$ cat src/rtl/tqvp_wdt_pkg.sv
// Shared definitions for the TinyQV watchdog and its heartbeat supervisor:
// register map, write-size encodings, controller states and bus decode.
package tqvp_wdt_pkg;

    localparam logic [5:0] WDT_ADDR_ENABLE    = 6'd0;
    localparam logic [5:0] WDT_ADDR_START     = 6'd1;
    localparam logic [5:0] WDT_ADDR_COUNTDOWN = 6'd2;
    localparam logic [5:0] WDT_ADDR_TAP       = 6'd3;
    localparam logic [5:0] WDT_ADDR_STATUS    = 6'd4;

    localparam logic [31:0] TAP_MAGIC_DEFAULT = 32'h0000ABCD;

    localparam logic [1:0] WSIZE_IDLE = 2'b11;
    localparam logic [1:0] WSIZE_B8   = 2'b00;
    localparam logic [1:0] WSIZE_B16  = 2'b01;
    localparam logic [1:0] WSIZE_B32  = 2'b10;

    typedef enum logic [2:0] {
        ST_IDLE,
        ST_CFG_COUNT,
        ST_CFG_START,
        ST_RUN,
        ST_TAP,
        ST_FAULT,
        ST_DISABLE
    } hb_state_e;

    typedef struct packed {
        logic [5:0]  addr;
        logic [31:0] data;
        logic [1:0]  writeN;
    } wdt_bus_t;

    // Each write-issuing state owns exactly one register write; all others leave the bus idle.
    function automatic wdt_bus_t busForState(input hb_state_e st,
                                             input logic [31:0] reload,
                                             input logic [31:0] magic);
        wdt_bus_t bus;
        bus.addr   = WDT_ADDR_ENABLE;
        bus.data   = 32'd0;
        bus.writeN = WSIZE_IDLE;
        case (st)
            ST_CFG_COUNT: begin
                bus.addr   = WDT_ADDR_COUNTDOWN;
                bus.data   = reload;
                bus.writeN = WSIZE_B32;
            end
            ST_CFG_START: begin
                bus.addr   = WDT_ADDR_START;
                bus.writeN = WSIZE_B32;
            end
            ST_TAP: begin
                bus.addr   = WDT_ADDR_TAP;
                bus.data   = magic;
                bus.writeN = WSIZE_B32;
            end
            ST_DISABLE: begin
                bus.addr   = WDT_ADDR_ENABLE;
                bus.writeN = WSIZE_B32;
            end
            default: ;
        endcase
        return bus;
    endfunction

endpackage

$ cat src/rtl/tqvp_wdt_hb_collector.sv
// Per-window heartbeat bookkeeping: which requesters have checked in, which
// were absent at the last timeout, and whether the current window is complete.
module tqvp_wdt_hb_collector
    import tqvp_wdt_pkg::*;
#(
    parameter int unsigned N_REQ = 4
) (
    input  logic             clk,
    input  logic             rst,
    input  logic [N_REQ-1:0] hb_req_i,
    input  logic [N_REQ-1:0] hb_mask_i,
    input  logic             clear_i,
    input  logic             clearMissed_i,
    input  logic             accumulate_i,
    input  logic             restart_i,
    input  logic             latchMissed_i,
    output logic [N_REQ-1:0] seen_o,
    output logic [N_REQ-1:0] missed_o,
    output logic             allSeen_o
);

    logic [N_REQ-1:0] seen_q, seen_d;
    logic [N_REQ-1:0] missed_q, missed_d;
    logic [N_REQ-1:0] maskedReq;

    assign maskedReq = hb_req_i & hb_mask_i;

    // Restart seeds the new window with pulses that arrive during the tap itself.
    always_comb begin
        seen_d = seen_q;
        if (clear_i) begin
            seen_d = '0;
        end else if (restart_i) begin
            seen_d = maskedReq;
        end else if (accumulate_i) begin
            seen_d = seen_q | maskedReq;
        end
    end

    always_comb begin
        missed_d = missed_q;
        if (clearMissed_i) begin
            missed_d = '0;
        end else if (latchMissed_i) begin
            missed_d = hb_mask_i & ~seen_q;
        end
    end

    always_ff @(posedge clk or posedge rst) begin
        if (rst) begin
            seen_q   <= '0;
            missed_q <= '0;
        end else begin
            seen_q   <= seen_d;
            missed_q <= missed_d;
        end
    end

    // An empty mask never counts as complete, so the watchdog is left to expire.
    assign allSeen_o = (|hb_mask_i) && ((seen_q & hb_mask_i) == hb_mask_i);
    assign seen_o    = seen_q;
    assign missed_o  = missed_q;

endmodule

$ cat src/rtl/tqvp_wdt_heartbeat_ctrl.sv
// Heartbeat supervisor driving the watchdog write port: configures the timer,
// taps it once all masked requesters check in, and records misses on timeout.
module tqvp_wdt_heartbeat_ctrl
    import tqvp_wdt_pkg::*;
#(
    parameter int unsigned N_REQ      = 4,
    parameter logic [31:0] WDT_RELOAD = 32'd1_000_000,
    parameter logic [31:0] TAP_MAGIC  = TAP_MAGIC_DEFAULT
) (
    input  logic             clk,
    input  logic             rst,
    input  logic             enable_i,
    input  logic [N_REQ-1:0] hb_req_i,
    input  logic [N_REQ-1:0] hb_mask_i,
    input  logic             wdt_irq_i,
    output logic [5:0]       wdt_address_o,
    output logic [31:0]      wdt_data_o,
    output logic [1:0]       wdt_data_write_n_o,
    output logic             busy_o,
    output logic [N_REQ-1:0] seen_o,
    output logic [N_REQ-1:0] missed_o,
    output logic             fault_o,
    output logic [7:0]       tap_count_o
);

    if (WDT_RELOAD == 32'd0) begin : g_badReload
        $error("tqvp_wdt_heartbeat_ctrl: WDT_RELOAD must be nonzero");
    end
    if (N_REQ < 1 || N_REQ > 8) begin : g_badNReq
        $error("tqvp_wdt_heartbeat_ctrl: N_REQ must be in 1..8");
    end

    hb_state_e state_q;
    logic [7:0] tapCount_q;
    logic       allSeen;
    wdt_bus_t   bus;

    logic clearSeen, clearMissed, accumulate, restart, latchMissed;

    // Collector strobes mirror the RUN priority: disable, then timeout, then completion.
    always_comb begin
        clearSeen   = 1'b0;
        clearMissed = 1'b0;
        accumulate  = 1'b0;
        restart     = 1'b0;
        latchMissed = 1'b0;
        case (state_q)
            ST_IDLE: begin
                clearSeen   = enable_i;
                clearMissed = enable_i;
            end
            ST_RUN: begin
                latchMissed = enable_i && wdt_irq_i;
                accumulate  = enable_i && !wdt_irq_i && !allSeen;
            end
            ST_TAP:     restart   = 1'b1;
            ST_DISABLE: clearSeen = 1'b1;
            default: ;
        endcase
    end

    tqvp_wdt_hb_collector #(
        .N_REQ (N_REQ)
    ) u_collector (
        .clk           (clk),
        .rst           (rst),
        .hb_req_i      (hb_req_i),
        .hb_mask_i     (hb_mask_i),
        .clear_i       (clearSeen),
        .clearMissed_i (clearMissed),
        .accumulate_i  (accumulate),
        .restart_i     (restart),
        .latchMissed_i (latchMissed),
        .seen_o        (seen_o),
        .missed_o      (missed_o),
        .allSeen_o     (allSeen)
    );

    always_ff @(posedge clk or posedge rst) begin
        if (rst) begin
            state_q    <= ST_IDLE;
            tapCount_q <= 8'd0;
        end else begin
            case (state_q)
                ST_IDLE: begin
                    if (enable_i) begin
                        state_q    <= ST_CFG_COUNT;
                        tapCount_q <= 8'd0;
                    end
                end
                ST_CFG_COUNT: state_q <= ST_CFG_START;
                ST_CFG_START: state_q <= ST_RUN;
                ST_RUN: begin
                    if (!enable_i) begin
                        state_q <= ST_DISABLE;
                    end else if (wdt_irq_i) begin
                        state_q <= ST_FAULT;
                    end else if (allSeen) begin
                        state_q <= ST_TAP;
                    end
                end
                ST_TAP: begin
                    state_q <= ST_RUN;
                    if (tapCount_q != 8'hFF) begin
                        tapCount_q <= tapCount_q + 8'd1;
                    end
                end
                ST_FAULT: begin
                    if (!enable_i) begin
                        state_q <= ST_DISABLE;
                    end
                end
                ST_DISABLE: state_q <= ST_IDLE;
                default:    state_q <= ST_IDLE;
            endcase
        end
    end

    // Bus decodes from state_q alone, so async reset idles it without waiting for a clock.
    assign bus                = busForState(state_q, WDT_RELOAD, TAP_MAGIC);
    assign wdt_address_o      = bus.addr;
    assign wdt_data_o         = bus.data;
    assign wdt_data_write_n_o = bus.writeN;

    assign busy_o      = (state_q == ST_CFG_COUNT) || (state_q == ST_CFG_START) ||
                         (state_q == ST_TAP) || (state_q == ST_DISABLE);
    assign fault_o     = (state_q == ST_FAULT);
    assign tap_count_o = tapCount_q;

endmodule

$ cat config.mk
export PLATFORM = sky130hd
export DESIGN_NAME = tqvp_wdt_heartbeat_ctrl
export DESIGN_NICKNAME = d
export VERILOG_FILES = /design/src/rtl/tqvp_wdt_pkg.sv /design/src/rtl/tqvp_wdt_hb_collector.sv /design/src/rtl/tqvp_wdt_heartbeat_ctrl.sv
export SDC_FILE = /design/constraint.sdc
export NUM_CORES = 1
export LEC_CHECK = 0
export BUFFER_PORTS_ARGS = -buffer_cell sky130_fd_sc_hd__buf_2
export CORE_MARGIN = 1.5
export CORE_UTILIZATION = 45
export CTS_BUF_LIST = sky130_fd_sc_hd__clkbuf_16
export DETAILED_ROUTE_END_ITERATION = 7
export GPL_ROUTABILITY_DRIVEN = 0
export GPL_TIMING_DRIVEN = 0
export PLACE_DENSITY_LB_ADDON = 0.3
export SLEW_MARGIN = 20
export SYNTH_ARGS = -nofsm -noshare
export SYNTH_HDL_FRONTEND = slang
export SYNTH_SLANG_ARGS = --single-unit
$ cat constraint.sdc
create_clock -name clk -period 2.2 [get_ports clk]
set_input_delay 0.11 -clock clk [delete_from_list [all_inputs] [get_ports clk]]
set_output_delay 0.11 -clock clk [all_outputs]
set_load 0.01 [all_outputs]
==> run_results.csv <==
group,metric,value,unit
setup_path,setup.worst_path.class,"flip-flop to output pin",
global_route,grt_use_total,16.3,%
synth,synth_warnings,0,
timing,hold_slack,-0.0290,ns
timing,fin_crit_sh,89.0,%
clock_tree,cts_tree,"done",
global_route,grt_pass1_vias,1002,
clock_tree,post_cts_buffers,0,
floorplanning,die_w,58.3,um
floorplanning,io_pins,70,
timing,tightestPinTransition,0.722,ns
setup_path,endpoint_kind,"output pin",
route,drt-initial-drc-count,21,
timing,setup_viol,0,
synth,synth-simple-area-share,21.3,%
floorplanning,dieHeight,58.3,um
synth,yosysTopAreaCell,"dfrtp_1",
synth,synth_compound_area_share,17.0,%
clock_tree,clockBufferDepth,2,
clock_tree,htreeDepth,1,
global_route,gr-total-overflow,0,
setup_path,worst-endpoint-arrival,1.85,ns
timing,fin_crit,1.96,ns
floorplanning,core,0.00283,sq mm
synth,ys_ff_latch,19,
setup_path,reg2reg_to,"tap_count_o[1]$_DFFE_PP0P_",
cells_and_area,diodes,0,
route,vias_per_cell,4.74,
floorplanning,rows,19,
placed_design,hpwl,2100,um
flow_run,timing.max_cap.violations,0,
synth,syn_area_per_cell,8.50,sq um
timing,final_max_slew_viol_count,0,
floorplanning,dieArea,0.00340,sq mm
setup_path,worst-path-max-fanout,21,
route,dr.pass1.iters,4,
setup_path,cp.required,2.09,ns
clock_tree,clk_pin_slew,0.06,ns
route,drt-total-wl,2720,um
pwr,vdd_drop_max,0.578,mV
placed_design,place_inst,259,
setup_path,worstSetupStartpointType,"flip-flop",
setup_path,cp-endpoint,"wdt_data_o[9]",
clock_tree,clock-sinks,19,
synth,synth.distinct_cells,42,
synth,synth.area.mux_share,2.27,%
setup_path,timing.reg2reg.setup_slack,0.44,ns
clock_tree,root_buffer,"clkbuf_16",
setup_path,reg2reg_depth,5,
synth,synth.top_cells.by_area,"dfrtp_1 (35%), buf_4 (19%), nand2_1 (5.2%)",
clock_tree,cts_made_buffers,3,
synth,synth_fa_ha_area_share,0.908,%
global_route,grt_max_degree,20,
synth,netlist_area,0.00138,sq mm
cells_and_area,final_cells,262,
clock_tree,worstSkewPairLatency,0.25,ns
cells_and_area,layout_commonest_cell,"buf_2",
global_route,antenna_found_initial,0,
synth,synth_seq_area_share,34.5,%
synth,yosysTopAreaCellShare,34.5,%
synth,synth_cells,162,
clock_tree,cts_resized,0,
timing,finalHoldViolations,19,
placed_design,portBuffers,46,
timing,slew_headroom,51.8,%
synth,synth_top_family_by_area,"buffers and inverters",
timing,rsz0062_at_grt,"no",
outcome,status,"finished, violations left",
pwr,p_per_area,1070,mW/mm^2
cells_and_area,layout_common_cells,"buf_2 (47), buf_4 (35), conb_1 (22)",
route,wl_per_cell,10.4,um
setup_path,regToRegStartpoint,"tap_count_o[0]$_DFFE_PP0P_",
cells_and_area,nFillCells,272,
route,ant_nets,0,
cells_and_area,nets,245,
cells_and_area,drive_gt1_share,45.0,%
global_route,grt_pass1_wl,4400,um
pwr,p_leak,1.03,nW
outcome,violations,"negative hold slack",
setup_path,cp-startpoint,"state_q[2]$_DFFE_PP0P_",
route,drcViolationCount,0,
synth,synthXorXnorAreaFrac,0.636,%
timing,finalClockSkew,0.00212,ns
cells_and_area,area.growth.synth_to_final,30.4,%
timing,max_clock_freq,0.511,GHz
timing,final.setup.tns,0,ns
floorplanning,initial_core_util,48.7,%
route,vias,1242,
hold_path,hold_class,"primary input to asynchronous set/reset pin",
-- cell usage after synthesis --
library cell / number
a21o_1: 1
a21o_4: 1
a21oi_1: 14
a221o_1: 1
a311o_1: 1
a31oi_1: 1
a32o_1: 1
a41oi_1: 2
and2_1: 1
and2b_1: 1
and2b_2: 1
and3_1: 1
buf_2: 2
buf_4: 35
buf_6: 2
clkinv_1: 1
conb_1: 2
dfrtp_1: 19
ha_1: 1
inv_1: 3
inv_2: 1
mux2_2: 1
mux2i_1: 2
nand2_1: 19
nand2b_1: 1
nand3_1: 2
nand3_2: 1
nand4_1: 2
nor2_1: 16
nor2b_1: 1
nor2b_2: 2
nor3_1: 3
nor3_2: 1
nor4_1: 1
nor4_2: 1
o21ai_0: 4
o21ai_2: 5
o221ai_1: 1
o31ai_1: 2
or2_2: 2
or2b_1: 2
xnor2_1: 1
-- timing repair --
action                                  in CTS  in global routing
endpoints found under the hold margin        0                  0
hold buffers                                 0                  0
endpoints found under the setup margin       0                  1
-- layout make-up --
| class | instances | area, sq um | area share, % |
|---|---|---|---|
| flip-flops and latches | 19 | 475 | 26.5 |
| clock inverters | 1 | 5.00 | 0.279 |
| multi-input cells | 119 | 663 | 36.9 |
| clock buffers | 3 | 75.1 | 4.18 |
| inverters | 5 | 18.8 | 1.04 |
| repair buffers | 46 | 230 | 12.8 |
| well taps | 31 | 38.8 | 2.16 |
| plain buffers | 38 | 290 | 16.2 |
-- state kept, by name, indices dropped and copies added (netlist names) --
register	flops
state_q	3
tap_count_o	8
u_collector.missed_o	4
u_collector.seen_o	4
-- power by group --
part           switching, W  internal [W]  total [W]
Sequential        0.0000670      0.000442   0.000509
Combinational      0.000558      0.000487    0.00104
Clock              0.000133      0.000244   0.000377
Total              0.000758       0.00117    0.00193
-- per-layer routing --
layer  global-route usage [%]  share of wire [%]
met5                        0                  0
met3                     3.74                8.8
met1                     20.8                 44
met2                     27.9                 47
met4                     3.99               0.40
-- how the worst min path moves through the flow --
stage / cells after the start / endpoint / slack (ns)
detailed placement: 2 / u_collector.missed_o[3]$_DFFE_PP0P_ / 0.28
CTS: 2 / u_collector.missed_o[3]$_DFFE_PP0P_ / 0.0007
finish: 2 / u_collector.missed_o[3]$_DFFE_PP0P_ / -0.03
floorplan: 1 / state_q[0]$_DFFE_PP0P_ / 0.06
global route: 2 / u_collector.missed_o[3]$_DFFE_PP0P_ / 0.05
global placement: 2 / tap_count_o[0]$_DFFE_PP0P_ / 0.27
-- kinds of logic (layout without fill, tap and decap cells) --
group	count (synthesis)	count (layout)
muxes	3	3
buffers and inverters	44	93
and+or+nand+nor	58	58
other	2	22
DFF	19	19
AOI/OAI and AO/OA	34	34
xor gates and xnor gates	1	1
adders and majority gates	1	1
-- worst max-delay path: stages (launching register included) --
cell,delay [ns]
dfrtp_1,0.38
buf_6,0.14
nor2b_1,0.16
nand2_1,0.17
inv_2,0.17
or2_2,0.33
buf_4,0.13
buf_2,0.13
-- per-stage QoR --
stage / hold slack [ns] / setup slack (ns) / total power (W) / utilization (%) / instance area, sq um
2_1_floorplan: 0.0611 / 0.576 / 0.00127 / - / 1450
3_3_place_gp: 0.271 / 0.396 / 0.00155 / 60.9 / 1720
5_1_grt: 0.0532 / 0.0800 / 0.00208 / 63.5 / 1800
6_report: -0.0290 / 0.242 / 0.00193 / 63.5 / 1800
3_5_place_dp: 0.276 / 0.407 / 0.00157 / 60.9 / 1720
4_1_cts: 0.000687 / 0.116 / 0.00195 / 63.7 / 1800
Power figures use the tool's default switching activity.
